`config.mk`:
```
export PLATFORM = sky130hd
export DESIGN_NAME = rect_draw
export DESIGN_NICKNAME = d
export VERILOG_FILES = /design/src/rtl/rect_pkg.sv /design/src/rtl/rect_draw.sv
export SDC_FILE = /design/constraint.sdc
export NUM_CORES = 1
export LEC_CHECK = 0
export CAP_MARGIN = 0
export CORE_AREA = 2 2 84 86
export DETAILED_ROUTE_END_ITERATION = 7
export DIE_AREA = 0 0 86 88
export PLACE_DENSITY = 0.86
export SETUP_SLACK_MARGIN = 0.2
export SKIP_LAST_GASP = 1
export SLEW_MARGIN = 20
export SYNTH_ARGS = -nofsm -noshare
export SYNTH_HDL_FRONTEND = slang
export SYNTH_SLANG_ARGS = --single-unit
```
`constraint.sdc`:
```
create_clock -name clk -period 2.59 [get_ports clk]
set_input_delay 0.518 -clock clk [delete_from_list [all_inputs] [get_ports clk]]
set_output_delay 0.518 -clock clk [all_outputs]
set_load 0.1 [all_outputs]
```
`src/rtl/rect_pkg.sv`:
```
// Shared types and defaults for the rectangle fill engine.
package rect_pkg;

  localparam int SCREEN_W_DEF = 160;
  localparam int SCREEN_H_DEF = 120;

  typedef enum logic [1:0] {
    IDLE = 2'd0,
    DRAW = 2'd1,
    DONE = 2'd2
  } state_t;

  // Exclusive end coordinate, clamped to the visible edge.
  function automatic logic [8:0] clip_end(input logic [8:0] sum, input logic [8:0] lim);
    return (sum > lim) ? lim : sum;
  endfunction

endpackage

```
`src/rtl/rect_draw.sv`:
```
// Fills an axis-aligned rectangle one pixel per cycle in raster order,
// clipped to the visible screen, for a VGA adapter write port.
module rect_draw
  import rect_pkg::*;
#(
  parameter int SCREEN_W = SCREEN_W_DEF,
  parameter int SCREEN_H = SCREEN_H_DEF
) (
  input  logic       clk,
  input  logic       rst,
  input  logic       start,
  input  logic [7:0] top_left_x,
  input  logic [6:0] top_left_y,
  input  logic [7:0] width,
  input  logic [6:0] height,
  input  logic [2:0] colour,
  output logic       done,
  output logic [7:0] vga_x,
  output logic [6:0] vga_y,
  output logic [2:0] vga_colour,
  output logic       vga_plot
);

  localparam logic [8:0] X_LIM = 9'(SCREEN_W);
  localparam logic [8:0] Y_LIM = 9'(SCREEN_H);

  state_t     state_q, state_d;
  logic [7:0] x_q, x_d;
  logic [6:0] y_q, y_d;
  logic [7:0] x_start_q, x_start_d;
  logic [8:0] x_end_q, x_end_d;
  logic [8:0] y_end_q, y_end_d;
  logic [2:0] colour_q, colour_d;
  logic       plot_q, plot_d;
  logic       done_q, done_d;

  logic [8:0] x_sum;
  logic [8:0] y_sum;
  logic       degenerate;
  logic       x_last;
  logic       y_last;

  // Sums are one bit wider than their operands so a large width never wraps.
  assign x_sum = {1'b0, top_left_x} + {1'b0, width};
  assign y_sum = {2'b00, top_left_y} + {2'b00, height};

  assign degenerate = (width == 8'd0) || (height == 7'd0) ||
                      ({1'b0, top_left_x} >= X_LIM) ||
                      ({2'b00, top_left_y} >= Y_LIM);

  assign x_last = (({1'b0, x_q} + 9'd1) == x_end_q);
  assign y_last = (({2'b00, y_q} + 9'd1) == y_end_q);

  // NOTE: every variable gets a default at the top of always_comb so that no
  // path leaves it unassigned, which would otherwise infer a latch.
  always_comb begin
    state_d   = state_q;
    x_d       = x_q;
    y_d       = y_q;
    x_start_d = x_start_q;
    x_end_d   = x_end_q;
    y_end_d   = y_end_q;
    colour_d  = colour_q;

    unique case (state_q)
      IDLE: begin
        if (start) begin
          x_start_d = top_left_x;
          x_end_d   = clip_end(x_sum, X_LIM);
          y_end_d   = clip_end(y_sum, Y_LIM);
          colour_d  = colour;
          x_d       = top_left_x;
          y_d       = top_left_y;
          state_d   = degenerate ? DONE : DRAW;
        end
      end

      DRAW: begin
        if (x_last) begin
          x_d = x_start_q;
          if (y_last) begin
            state_d = DONE;
          end else begin
            y_d = y_q + 7'd1;
          end
        end else begin
          x_d = x_q + 8'd1;
        end
      end

      DONE: begin
        if (!start) begin
          state_d = IDLE;
        end
      end

      default: state_d = IDLE;
    endcase

    // Strobes are registered alongside the state they belong to.
    plot_d = (state_d == DRAW);
    done_d = (state_d == DONE);
  end

  // NOTE: sequential state uses non-blocking assignments so every flop samples
  // the pre-edge value of its neighbours, independent of statement order.
  always_ff @(posedge clk or posedge rst) begin
    if (rst) begin
      state_q   <= IDLE;
      x_q       <= '0;
      y_q       <= '0;
      x_start_q <= '0;
      x_end_q   <= '0;
      y_end_q   <= '0;
      colour_q  <= '0;
      plot_q    <= 1'b0;
      done_q    <= 1'b0;
    end else begin
      state_q   <= state_d;
      x_q       <= x_d;
      y_q       <= y_d;
      x_start_q <= x_start_d;
      x_end_q   <= x_end_d;
      y_end_q   <= y_end_d;
      colour_q  <= colour_d;
      plot_q    <= plot_d;
      done_q    <= done_d;
    end
  end

  assign done       = done_q;
  assign vga_plot   = plot_q;
  assign vga_x      = x_q;
  assign vga_y      = y_q;
  assign vga_colour = colour_q;

endmodule

```
==> impl_metrics.toml <==
[timing]
max-slew-margin-rel = 0.645
finalCritPeriodShare = 0.955
skew_ns = 0.0145
hold_viol = 0
clock.fmax_mhz = 404
drv_slew = 0
rsz0062_at_grt = "true"
worst_pin_slew_ns = 0.532
setup_viol = 0
min_period_ns = 2.47
whs_ns = 0.487

[setup_path]
crit_arrival_ns = 2.66
cp_max_fo = 11
end_kind = "flip-flop"
required_ns = 2.78
path_class = "reg2reg"
cp-start-kind = "flip-flop"

[synth]
synth_area_leaders = "dfrtp_1 (35%), ha_1 (6.2%), nand2_1 (5.9%)"
yosys.area.top_type_share = 0.345
synth_largest_area_cell = "dfrtp_1"
synth_cell_types = 68
syn_area_um2 = 3410
ys_ff_latch = 47
async_flop_share = 1.00
synth_common_cells = "nand2_1 (54), dfrtp_1 (47), nor2_1 (23), xnor2_1 (18), ha_1 (17)"
synth_warnings = 0
synth-main-ff-cell = "dfrtp_1"
yosysSeqAreaShare = 0.345
synth_edf_count = 0
synthCells = 386
syn_avg_cell_area_um2 = 8.83
syn_nets = 441
synth_most_common_cell = "nand2_1"

[power]
p_sw_mw = 3.30
intPower_mw = 2.86
seq_power_share = 0.255
p_sw_frac = 0.535
power_leakage_nw = 2.23
p_comb_frac = 0.673
ir_worst_vdd_mv = 0.654
power_density_nw_per_um2 = 1210
pwr-share-clk = 0.071

[drt]
wire_per_inst_um = 19.3
ant_nets = 0
drtIter0Drc = 580
drt_first_pass_iters = 5
vias = 3695
finalWirelength_mm = 11.4
drcViolationCount = 0
via_per_inst = 6.26

[clock_tree]
cts_buffer_depth = 2
root_buffer = "clkbuf_8"
cts_made_buffers = 5
cts.sinks = 47
clk_pin_slew_ns = 0.08
hold_buffers = 0
htree_num_levels = 2
clock_latency_ns = 0.31
cts_tree = "done"

[die]
num_rows = 30
top_level_ports = 56
fp.dieW_um = 86
coreArea_um2 = 6640
die-area_um2 = 7570
initial_core_util = 0.513
die_h_um = 88

[place]
gp_congestion = 0.906
placed_area_um2 = 4450
placedCellCount = 556
dp_hpwl_mm = 7.23
io_buffers = 55

[global_route]
grt_pass1_wl_mm = 16.6
antenna_found_initial = 0
grt_use_total = 0.277
grt_overflow_total = 0
grt_pass1_vias = 3428
grt_max_degree = 48

[final_layout]
antenna_cells = 0
drive_gt1_frac = 0.380
finalNetCount = 564
fillers = 410
fin_util = 0.763
areaGrowthSynthToFinish_pct = 48.9
fin_area_um2 = 5070
layout.cells.non_filler = 590

[run_status]
outcome = "complete, no violations"

[flow_run]
max_cap_viol_count = 0

[min_path]
hold_path.class = "reg2reg"
cell usage in the layout (no fill, tap or decap), types with 4 or more instances in the layout:
master / Yosys / layout
a31oi_1: 4 / 4
clkdlybuf4s50_1: 0 / 13
inv_2: 0 / 5
a21oi_1: 14 / 11
nor2_1: 23 / 22
xor2_1: 9 / 9
nand2_1: 54 / 54
ha_1: 17 / 6
o311a_1: 4 / 4
o21ai_0: 15 / 10
dfrtp_4: 0 / 10
xnor2_1: 18 / 17
nor2b_1: 4 / 4
nand3_1: 15 / 15
inv_1: 16 / 11
a22o_1: 6 / 6
dlygate4sd2_1: 0 / 10
nand4_1: 4 / 4
o21ai_1: 2 / 4
nor3_2: 0 / 6
and3_1: 6 / 5
dfrtp_1: 47 / 33
a21o_1: 7 / 7
dfrtp_2: 0 / 4
o32a_1: 4 / 4
buf_4: 1 / 94
clkbuf_8: 0 / 5
nor3_1: 14 / 8
ha_4: 0 / 9
or3_1: 4 / 4
dlymetal6s2s_1: 0 / 4
and2_1: 6 / 4
final cells by class:
type | count | area, µm² | share of cell area
clock inverter | 1 | 5.00 | 0.000987
timing repair buffer | 135 | 1170 | 0.230
clock buffer | 7 | 76.3 | 0.0150
sequential | 47 | 1220 | 0.240
tap | 80 | 100 | 0.0197
inverter | 16 | 60.1 | 0.0118
multi-input combinational | 304 | 2440 | 0.482
power by group through the flow:
stage               combinational, mW  clock (mW)  sequential (mW)
global placement                 3.37           0             1.54
detailed placement               3.48           0             1.56
CTS                              3.67       0.440             1.53
global route                     4.38       0.473             1.61
finish                           4.15       0.438             1.57
floorplan                        1.77           0             2.44
routing by layer:
metal,share of wire,global-route usage
met1,0.40,0.354
met5,0,0
met2,0.49,0.464
met4,0.048,0.118
met3,0.069,0.0500
what timing repair did:
action                                  in CTS  in global routing
gates cloned                                 0                  2
buffers inserted                            12                 12
pin swaps                                   23                 18
endpoints found under the setup margin      13                 28
resized for setup                           58                 51
path summary, 6_finish.rpt:
check | start | slack (ns) | depth (start not counted) | end
hold / removal | x_start_q[6]$_DFFE_PP0P_ | 0.49 | 2 | x_start_q[6]$_DFFE_PP0P_
max in group asynchronous | rst | 1.78 | 3 | vga_x[3]$_DFFE_PP0P_
min in group asynchronous | rst | 0.55 | 3 | x_end_q[8]$_DFFE_PP0P_
setup reg to reg | vga_x[3]$_DFFE_PP0P_ | 0.12 | 8 | vga_x[4]$_DFFE_PP0P_
setup / recovery | vga_x[3]$_DFFE_PP0P_ | 0.12 | 8 | vga_x[4]$_DFFE_PP0P_
hold reg to reg | x_start_q[6]$_DFFE_PP0P_ | 0.49 | 2 | x_start_q[6]$_DFFE_PP0P_
registers in the layout, summed over array words and instances, names as in the netlist:
signal      count
x_end_q         9
x_start_q       8
vga_y           7
vga_colour      3
y_end_q         8
done            1
vga_x           8
vga_plot        1
state_q         2
cells by family (layout without fill, tap and decap cells):
kind of cell             count (synthesis)  count (layout)  synth area share
AND/OR/NAND/NOR                        154             154             0.234
AO/OA/AOI/OAI                          100             100             0.220
flip-flops                              47              47             0.345
buffers and inverters                   35             159            0.0441
XOR/XNOR                                27              27            0.0694
adder cells (fa/ha/maj)                 19              19            0.0742
multiplexers                             4               4            0.0132
critical path: stages, from the launching register on:
cell	delay, ns
dfrtp_4	0.52
nand4_1	0.22
nor2_1	0.28
a22oi_1	0.15
o211ai_1	0.35
buf_4	0.20
nand4_4	0.14
clkbuf_16	0.21
o311a_1	0.29
metrics by stage:
step | worst slack, ns | TNS (ns) | total power [mW]
final | 0.115 | 0 | 6.16
after global routing | -0.0470 | -0.0867 | 6.46
after CTS | 0.143 | 0 | 5.65
after detailed placement | -0.474 | -4.37 | 5.04
after global placement | -0.380 | -3.50 | 4.92
after floorplan | 0.0429 | 0 | 4.20
Power figures use the tool's default switching activity.
